==> config.mk <==
export PLATFORM = sky130hd
export DESIGN_NAME = rom_read_arbiter_flat
export DESIGN_NICKNAME = d
export VERILOG_FILES = /design/src/rtl/rom_read_arbiter_if.sv /design/src/rtl/rom_read_arbiter.sv /design/src/flat_wrapper.sv
export SDC_FILE = /design/constraint.sdc
export NUM_CORES = 1
export LEC_CHECK = 0
export ABC_AREA = 1
export BUFFER_PORTS_ARGS = -buffer_cell sky130_fd_sc_hd__buf_2
export CAP_MARGIN = 10
export CORE_AREA = 2 2 61 69
export CTS_BUF_LIST = sky130_fd_sc_hd__clkbuf_16
export CTS_CLUSTER_SIZE = 28
export DETAILED_ROUTE_END_ITERATION = 12
export DIE_AREA = 0 0 63 71
export PLACE_DENSITY = 0.91
export SLEW_MARGIN = 40
export SYNTH_ARGS = -nofsm -noshare
export SYNTH_HDL_FRONTEND = slang
export SYNTH_SLANG_ARGS = --single-unit
==> constraint.sdc <==
create_clock -name clk0 -period 2.7 [get_ports clk0]
set_input_delay 0.675 -clock clk0 [delete_from_list [all_inputs] [get_ports clk0]]
set_output_delay 0.675 -clock clk0 [all_outputs]
set_load 0.02 [all_outputs]
==> src/rtl/rom_read_arbiter_if.sv <==
// Request/response bundle between the two ROM clients and rom_read_arbiter.
// master = client side, slave = arbiter side.
interface rom_read_arbiter_if #(
    parameter int ADDR_WIDTH = 7,
    parameter int DATA_WIDTH = 8
);
    logic [1:0]            req_valid;
    logic [1:0]            req_ready;
    logic [ADDR_WIDTH-1:0] req_addr0;
    logic [ADDR_WIDTH-1:0] req_addr1;
    logic                  rsp_valid;
    logic                  rsp_ready;
    logic [DATA_WIDTH-1:0] rsp_data;
    logic                  rsp_id;

    modport master (
        output req_valid, req_addr0, req_addr1, rsp_ready,
        input  req_ready, rsp_valid, rsp_data, rsp_id
    );

    modport slave (
        input  req_valid, req_addr0, req_addr1, rsp_ready,
        output req_ready, rsp_valid, rsp_data, rsp_id
    );
endinterface

==> src/rtl/rom_read_arbiter.sv <==
// Round-robin sharing of one synchronous ROM macro between two read requesters;
// drives csb0/addr0, captures dout0 one cycle after issue, returns tagged data.
module rom_read_arbiter #(
    parameter int ADDR_WIDTH = 7,
    parameter int DATA_WIDTH = 8,
    parameter int CNT_WIDTH  = 16
) (
    input  logic                  clk0,
    input  logic                  rst0_n,
    rom_read_arbiter_if.slave     rif,
    output logic                  csb0,
    output logic [ADDR_WIDTH-1:0] addr0,
    input  logic [DATA_WIDTH-1:0] dout0,
    output logic                  busy,
    output logic [CNT_WIDTH-1:0]  read_count
);

    typedef enum logic [1:0] {
        IDLE,
        ISSUE,
        CAPTURE,
        RESP
    } state_t;

    state_t                state_q;
    state_t                state_d;
    logic                  last_q;
    logic [1:0]            grant;
    logic                  grant_id;
    logic                  accept;
    logic                  rsp_hs;
    logic                  rsp_valid_q;
    logic [DATA_WIDTH-1:0] rsp_data_q;
    logic                  rsp_id_q;

    // On a tie the requester that was not granted last wins.
    always_comb begin
        grant = '0;
        case (rif.req_valid)
            2'b01:   grant = 2'b01;
            2'b10:   grant = 2'b10;
            2'b11:   grant = last_q ? 2'b01 : 2'b10;
            default: grant = '0;
        endcase
    end

    assign grant_id      = grant[1];
    assign rif.req_ready = (state_q == IDLE) ? grant : 2'b00;
    assign accept        = |(rif.req_valid & rif.req_ready);
    assign rsp_hs        = rsp_valid_q & rif.rsp_ready;

    assign rif.rsp_valid = rsp_valid_q;
    assign rif.rsp_data  = rsp_data_q;
    assign rif.rsp_id    = rsp_id_q;
    assign busy          = (state_q != IDLE);

    always_ff @(posedge clk0 or negedge rst0_n) begin
        if (!rst0_n) begin
            state_q <= IDLE;
        end else begin
            state_q <= state_d;
        end
    end

    always_comb begin
        state_d = state_q;
        case (state_q)
            IDLE:    if (accept) state_d = ISSUE;
            ISSUE:   state_d = CAPTURE;
            CAPTURE: state_d = RESP;
            RESP:    if (rsp_hs) state_d = IDLE;
            default: state_d = IDLE;
        endcase
    end

    // dout0 is only sampled in CAPTURE, so stale macro output after an abort is ignored.
    always_ff @(posedge clk0 or negedge rst0_n) begin
        if (!rst0_n) begin
            csb0        <= 1'b1;
            addr0       <= '0;
            rsp_valid_q <= 1'b0;
            rsp_data_q  <= '0;
            rsp_id_q    <= 1'b0;
            read_count  <= '0;
            last_q      <= 1'b1;
        end else begin
            case (state_q)
                IDLE: begin
                    if (accept) begin
                        addr0    <= grant_id ? rif.req_addr1 : rif.req_addr0;
                        rsp_id_q <= grant_id;
                        last_q   <= grant_id;
                        csb0     <= 1'b0;
                    end
                end
                ISSUE: begin
                    csb0 <= 1'b1;
                end
                CAPTURE: begin
                    rsp_data_q  <= dout0;
                    rsp_valid_q <= 1'b1;
                end
                RESP: begin
                    if (rsp_hs) begin
                        rsp_valid_q <= 1'b0;
                        if (read_count != '1) begin
                            read_count <= read_count + CNT_WIDTH'(1);
                        end
                    end
                end
                default: begin
                    csb0 <= 1'b1;
                end
            endcase
        end
    end

endmodule

==> src/flat_wrapper.sv <==
// flat-port wrapper written by rule: the top's interface ports become plain ports
module rom_read_arbiter_flat 
#(
    parameter int ADDR_WIDTH = 7,
    parameter int DATA_WIDTH = 8,
    parameter int CNT_WIDTH  = 16
)
  (clk0, rst0_n, csb0, addr0, dout0, busy, read_count, rif_req_valid, rif_req_addr0, rif_req_addr1, rif_rsp_ready, rif_req_ready, rif_rsp_valid, rif_rsp_data, rif_rsp_id);
  rom_read_arbiter_if #(.ADDR_WIDTH(ADDR_WIDTH), .DATA_WIDTH(DATA_WIDTH)) rif_i ();
  input  logic clk0;
  input  logic rst0_n;
  output logic csb0;
  output logic [ADDR_WIDTH-1:0] addr0;
  input  logic [DATA_WIDTH-1:0] dout0;
  output logic busy;
  output logic [CNT_WIDTH-1:0] read_count;
  input wire logic [$bits(rif_i.req_valid)-1:0] rif_req_valid;
  input wire logic [$bits(rif_i.req_addr0)-1:0] rif_req_addr0;
  input wire logic [$bits(rif_i.req_addr1)-1:0] rif_req_addr1;
  input wire logic [$bits(rif_i.rsp_ready)-1:0] rif_rsp_ready;
  output wire logic [$bits(rif_i.req_ready)-1:0] rif_req_ready;
  output wire logic [$bits(rif_i.rsp_valid)-1:0] rif_rsp_valid;
  output wire logic [$bits(rif_i.rsp_data)-1:0] rif_rsp_data;
  output wire logic [$bits(rif_i.rsp_id)-1:0] rif_rsp_id;
  assign rif_i.req_valid = rif_req_valid;
  assign rif_i.req_addr0 = rif_req_addr0;
  assign rif_i.req_addr1 = rif_req_addr1;
  assign rif_i.rsp_ready = rif_rsp_ready;
  assign rif_req_ready = rif_i.req_ready;
  assign rif_rsp_valid = rif_i.rsp_valid;
  assign rif_rsp_data = rif_i.rsp_data;
  assign rif_rsp_id = rif_i.rsp_id;
  rom_read_arbiter #(.ADDR_WIDTH(ADDR_WIDTH), .DATA_WIDTH(DATA_WIDTH), .CNT_WIDTH(CNT_WIDTH)) u_core (.clk0(clk0), .rst0_n(rst0_n), .rif(rif_i), .csb0(csb0), .addr0(addr0), .dout0(dout0), .busy(busy), .read_count(read_count));
endmodule
==> results of run 1 <==
## where the power goes
group / internal (W) / total (W) / switching [W]
clock: 0.000428 / 0.000629 / 0.000201
combinational: 0.000430 / 0.00121 / 0.000776
sequential: 0.000788 / 0.000937 / 0.000149
## cells by family after synthesis
logic type | count (synthesis) | synth area share, %
xor gates and xnor gates | 8 | 3.54
and+or+nand+nor | 129 | 28.9
adders and majority gates | 6 | 3.79
DFF | 37 | 46.8
AOI/OAI and AO/OA | 25 | 7.26
buffers and inverters | 22 | 5.11
muxes | 8 | 4.55
## worst max-delay path, delay by kind of cell, from the launching register on
| family | cells | cell delay (ns) |
|---|---|---|
| buffers and inverters | 1 | 0.19 |
| and+or+nand+nor | 3 | 0.51 |
| DFF | 1 | 0.52 |
## flip-flops by register name, indices dropped and copies added (netlist names)
name                  count
u_core.rif.rsp_id         1
u_core.addr0              7
u_core.csb0               1
u_core.read_count        16
u_core.rif.rsp_data       8
u_core.rif.rsp_valid      1
u_core.last_q             1
u_core.state_q            2
## metal layers
metal  GRT usage, %  wire length [µm]
met4           11.1                49
met5              0                 0
met3           3.34               230
met1           23.1              1750
met2           37.9              2180
## cell usage in the layout (no fill, tap or decap), drive strengths merged, types with 3 or more instances in the layout
| cell | n |
|---|---|
| nand2 | 76 |
| buf | 64 |
| nor2 | 37 |
| dfrtp | 35 |
| o21ai | 24 |
| inv | 18 |
| xor2 | 8 |
| mux2 | 8 |
| nand3b | 7 |
| ha | 6 |
| clkbuf | 5 |
| nand3 | 5 |
| nand4 | 3 |
## through the flow
step           total power, W  hold slack, ns
2_1_floorplan         0.00180           0.379
3_3_place_gp          0.00210           0.471
3_5_place_dp          0.00216           0.470
4_1_cts               0.00281           0.485
5_1_grt               0.00298           0.394
6_report              0.00277           0.354
## worst max path at each step
stage	end	slack, ns
4_1_cts	rif_req_ready[0]	0.53
3_3_place_gp	rif_req_ready[0]	0.58
3_5_place_dp	rif_req_ready[0]	0.56
5_1_grt	rif_req_ready[0]	0.36
6_report	rif_req_ready[0]	0.53
2_1_floorplan	rif_req_ready[0]	0.56
## layout make-up
type	count	area (µm²)	area share, %
clock buffer	5	125	5.00
tap	52	65.1	2.60
multi-input combinational	176	952	38.0
timing repair buffer	64	325	13.0
clock inverter	3	37.5	1.50
sequential	37	928	37.1
inverter	18	68.8	2.75
==> run_results.csv, run 1 <==
group,metric,value,unit
status,status,"completed",
worst_setup_path,worstPathRequired,2.03,ns
detailed_routing,vias,1788,
cells_and_area,nFillCells,325,
yosys,post-synth-top-count-cell,"nand2_1",
worst_setup_path,worst_r2r_path_depth,7,
timing,period_minus_slack,2.17,ns
pwr,ir_drop,0.000597,V
detailed_routing,routed_wl,4210,µm
yosys,synth_cell_type_count,24,
global_route,grt_pass1_vias,1805,
worst_setup_path,cp_max_fo,9,
hold_path,hp-class,"input pin to async pin",
cells_and_area,utilization,65.6,%
cells_and_area,final_layout_size_suffix_gt1_share,33.7,%
cells_and_area,final_cell_count_no_fill,355,
floorplanning,start_util,52.0,%
timing,fin_crit_sh,80.2,%
floorplanning,die_height,71,µm
timing,rsz0062_at_grt,"false",
floorplanning,die_x,63,µm
yosys,ys_async_sr_fraction,100,%
clock_tree,post_cts_resize_count,0,
yosys,syn_inst,235,
clock_tree,cts_setup_buffers,0,
timing,setup_slack,0.535,ns
cells_and_area,fin_area,2500,µm²
timing,finalClockSkew,0.00381,ns
worst_setup_path,arrival,1.49,ns
floorplanning,core-area,3810,µm²
detailed_routing,ant_nets,0,
floorplanning,ios,64,
floorplanning,die_area,4470,µm²
detailed_routing,drc,0,
placed_design,pre_cts_ws,0.557,ns
worst_setup_path,max_stage_delay,0.52,ns
cells_and_area,antenna_cells,0,
clock_tree,root_buffer,"clkbuf_16",
yosys,synth_edf_count,0,
worst_setup_path,r2r-start,"u_core.state_q[1]",
worst_setup_path,cp-startpoint,"u_core.last_q",
yosys,yosysTopAreaCellShare,44.2,%
timing,hold_viol,0,
clock_tree,clk_latency,0.27,ns
clock_tree,cts_tree,"done",
detailed_routing,first_iter_violations,133,
worst_setup_path,worstSetupPathType,"flop to output pin",
placed_design,dp_hpwl,3090,µm
cells_and_area,fin_nets,335,
cells_and_area,area_growth,26.3,%
clock_tree,path_clk_slew,0.05,ns
placed_design,dpl-instance-area,2340,µm²
timing,slew_headroom,65.5,%
yosys,ys.flop_type,"dfrtp_1",
yosys,synth_seq_area_share,46.8,%
yosys,syn_nets,268,
global_route,grt_max_degree,38,
yosys,synth_area,1980,µm²
yosys,syn_avg_cell_area,8.43,µm²
clock_tree,cts_hold_buf,0,
timing,tns,0,ns
global_route,grt_pass1_wl,7400,µm
yosys,synth_area_leader_cell,"dfrtp_1",
clock_tree,clk_path_buf_depth,2,
flow_run,drv_cap,0,
global_route,grt-ovfl-total,0,
worst_setup_path,critPathLaunchType,"flop",
yosys,synth-seq-cells,37,
global_route,grt_usage,20.8,%
timing,max_freq,0.462,GHz
yosys,yosysWarningCount,0,
timing,worst_pin_slew,0.517,ns
timing,finalSetupViolations,0,
pwr,p_leak,1.25,nW
detailed_routing,avgRoutedWirePerCell,11.9,µm
yosys,ys_top_cells_by_area,"dfrtp_1, nand2_1, nor2_1",
worst_setup_path,r2r_setup_slack,0.95,ns
detailed_routing,routed_via_density,5.04,
clock_tree,cts_made_buffers,5,
placed_design,place_congestion,0.875,
worst_setup_path,path_cells,"nand3_1 > nand2_1 > nor3b_1 > buf_2",
clock_tree,cts_sinks,37,
floorplanning,rows,24,
timing,drv_slew,0,
yosys,synthTopCellsByCount,"nand2_1, dfrtp_1, nor2_1",
detailed_routing,drtPass1Iterations,4,
worst_setup_path,r2r_end,"u_core.state_q[1]",
pwr,power.density,1110,nW/µm²
worst_setup_path,cp-end-kind,"output pin",
placed_design,placed_cells,347,
clock_tree,h-tree-depth,2,
global_route,antenna_found_initial,0,
placed_design,port_buffers,63,
worst_setup_path,slowest_stage,"dfstp_2",
No activity file was read; power rests on OpenSTA's default activity.
==> run 2, diff against run 1 <==
- ABC_AREA: 1 -> 0
- CORE_AREA: 2 2 61 69 -> 2 2 63 71
- DIE_AREA: 0 0 63 71 -> 0 0 65 73
- PLACE_DENSITY: 0.91 -> 0.82
- clock period: 2.7 -> 1.7 ns (I/O delays scaled with it)
==> run 2 against run 1 <==
Net effect: setup slack got worse by 0.50 ns; synthesized cell count fell by 34%; critical path type is now flop to flop; sequential share of layout area barely moved; critical endpoint is now u_core.read_count[14]; total power rose by 47%.
==> run_results.csv, run 2 <==
group,metric,value,unit
worst_setup_path,cp_max_fo,4,
floorplanning,rows,25,
floorplanning,die_area,4750,µm²
timing,worst_pin_slew,0.480,ns
global_route,grt_pass1_vias,1428,
hold_path,hp-class,"input pin to async pin",
yosys,synth_edf_count,0,
placed_design,dp_hpwl,2930,µm
cells_and_area,largest_register_ffs,16,
yosys,synthTopCellsByCount,"dfrtp_1, nor2_1, nand2_1",
global_route,grt_usage,17.5,%
clock_tree,clk_latency,0.28,ns
floorplanning,die_x,65,µm
yosys,synth_seq_area_share,54.2,%
cells_and_area,antenna_cells,0,
timing,max_freq,0.599,GHz
worst_setup_path,worstPathRequired,1.85,ns
detailed_routing,routed_wl,3900,µm
pwr,ir_drop,0.000977,V
worst_setup_path,worstSetupPathType,"flop to flop",
cells_and_area,multi_input_area,782,µm²
pwr,power.density,1630,nW/µm²
worst_setup_path,path_cells,"ha_4 > nand3_4 > buf_4 > a2111oi_2 > nand3_1 > xnor2_1",
timing,fin_crit_sh,98.2,%
global_route,groute.layer.met3.usage,4.78,%
global_route,grt_max_degree,38,
floorplanning,core-area,4100,µm²
global_route,grt_pass1_wl,6300,µm
global_route,grtUsageMet1,20.2,%
status,status,"completed",
clock_tree,clk_path_buf_depth,2,
pwr,power.total,0.00408,W
cells_and_area,final_layout_size_suffix_gt1_share,49.2,%
detailed_routing,ant_nets,0,
clock_tree,cts_made_buffers,5,
yosys,yosysWarningCount,0,
clock_tree,root_buffer,"clkbuf_16",
clock_tree,h-tree-depth,2,
yosys,post-synth-top-count-cell,"dfrtp_1",
yosys,synth-seq-cells,37,
flow_run,drv_cap,0,
timing,drv_slew,0,
cells_and_area,area.sequential,931,µm²
cells_and_area,layout_common_cells,"buf_2, dfrtp_1, buf_4",
clock_tree,cts_sinks,37,
pwr,p_leak,1.28,nW
timing,slew_headroom,68.0,%
worst_setup_path,r2r-start,"u_core.read_count[0]",
timing,finalClockSkew,0.00548,ns
cells_and_area,top_register,"u_core.read_count",
cells_and_area,nFillCells,359,
timing,period_minus_slack,1.67,ns
worst_setup_path,cp-end-kind,"flop",
floorplanning,start_util,41.8,%
yosys,yosysTopAreaCellShare,51.1,%
global_route,grt-ovfl-total,0,
floorplanning,die_height,73,µm
timing,tns,0,ns
cells_and_area,fin_area,2510,µm²
yosys,synth_area_leader_cell,"dfrtp_1",
yosys,syn_nets,187,
cells_and_area,final_common_cell,"buf_2",
yosys,syn_avg_cell_area,11.1,µm²
detailed_routing,avgRoutedWirePerCell,12.7,µm
cells_and_area,fin_nets,287,
clock_tree,cts_tree,"done",
worst_setup_path,slowest_stage,"a2111oi_2",
yosys,syn_inst,154,
yosys,synth_cell_type_count,30,
worst_setup_path,critPathLaunchType,"flop",
detailed_routing,vias,1501,
clock_tree,path_clk_slew,0.05,ns
global_route,grtUsageMet2,31.0,%
detailed_routing,drtPass1Iterations,4,
detailed_routing,first_iter_violations,47,
placed_design,port_buffers,63,
worst_setup_path,cp-startpoint,"u_core.read_count[0]",
floorplanning,ios,64,
yosys,ys_top_cells_by_area,"dfrtp_1, mux2_2, xnor2_1",
placed_design,place_congestion,0.821,
detailed_routing,routed_via_density,4.87,
global_route,antenna_found_initial,0,
yosys,ys.flop_type,"dfrtp_1",
timing,finalSetupViolations,0,
timing,rsz0062_at_grt,"true",
placed_design,dpl-instance-area,2290,µm²
yosys,synth_area,1710,µm²
worst_setup_path,arrival,1.82,ns
global_route,grt.busiest_layer,"met2",
cells_and_area,area_growth,46.4,%
worst_setup_path,max_stage_delay,0.45,ns
worst_setup_path,worst_r2r_path_depth,6,
detailed_routing,drc,0,
timing,hold_viol,0,
yosys,ys_async_sr_fraction,100,%
## run 2: cell types whose count changed after synthesis, moves of 7 or more
cell	delta
inv_1	-7
nand2_1	-57
nand2_2	-7
nor2_1	-13
o21ai_0	-13
o22ai_1	+8
xnor2_1	+10
## run 2: logic make-up after synthesis
family | share of synthesized area (%)
and+or+nand+nor | 19.1
xor gates and xnor gates | 7.67
muxes | 6.14
buffers and inverters | 2.41
adders and majority gates | 4.38
DFF | 54.2
AOI/OAI and AO/OA | 6.14
## run 2: final timing paths
check	endpoint	slack, ns
max	u_core.read_count[14]	0.03
min	u_core.read_count[8]	0.18
max reg2reg	u_core.read_count[14]	0.03
min reg2reg	u_core.last_q	0.47
max in group asynchronous	u_core.read_count[0]	1.16
min in group clk0	u_core.rif.rsp_data[5]	0.38
## run 2: repair_timing
| action | 4_1_cts | 5_1_grt |
|---|---|---|
| setup buffers | 4 | 3 |
| hold buffers | 0 | 0 |
| resized for setup | 5 | 5 |
| pin swaps | 0 | 4 |
| setup endpoints to repair | 3 | 11 |
## run 2: where the power goes
part           switching, W  internal, W  leakage, nW  total [W]
clock              0.000312     0.000523       0.0685   0.000835
sequential         0.000200      0.00121        0.452    0.00141
combinational      0.000999     0.000841        0.755    0.00184
## run 2: through the flow
| step | util, % | hold slack (ns) | setup slack, ns | cells |
|---|---|---|---|---|
| CTS | 60.2 | 0.200 | 0.0143 | 305 |
| global placement | 55.9 | 0.456 | 0.0467 | 294 |
| global route | 61.2 | 0.239 | -0.0724 | 308 |
| floorplan | - | 0.129 | -0.191 | 154 |
| detailed placement | 55.9 | 0.462 | 0.0230 | 294 |
| finish | 61.2 | 0.182 | 0.0303 | 308 |
## run 2: cell type report
type / instances / share of cell area (%)
tap: 54 / 2.69
clock buffer: 5 / 4.99
clock inverter: 2 / 0.299
timing repair buffer: 95 / 22.7
multi-input combinational: 108 / 31.2
sequential: 37 / 37.1
inverter: 7 / 1.05
## run 2: metal layers
metal	share of wire, %	up-vias
met3	5.1	5
met4	1.3	0
met5	0	-
li1	-	741
met2	52	38
met1	42	717
## run 2: critical path, delay by kind of cell, from the launching register on
family | cells | cell delay, ns
AND/OR/NAND/NOR | 2 | 0.25
adder cells (fa/ha/maj) | 1 | 0.15
AO/OA/AOI/OAI | 1 | 0.45
buffers and inverters | 1 | 0.16
flip-flops | 1 | 0.39
XOR/XNOR | 1 | 0.16
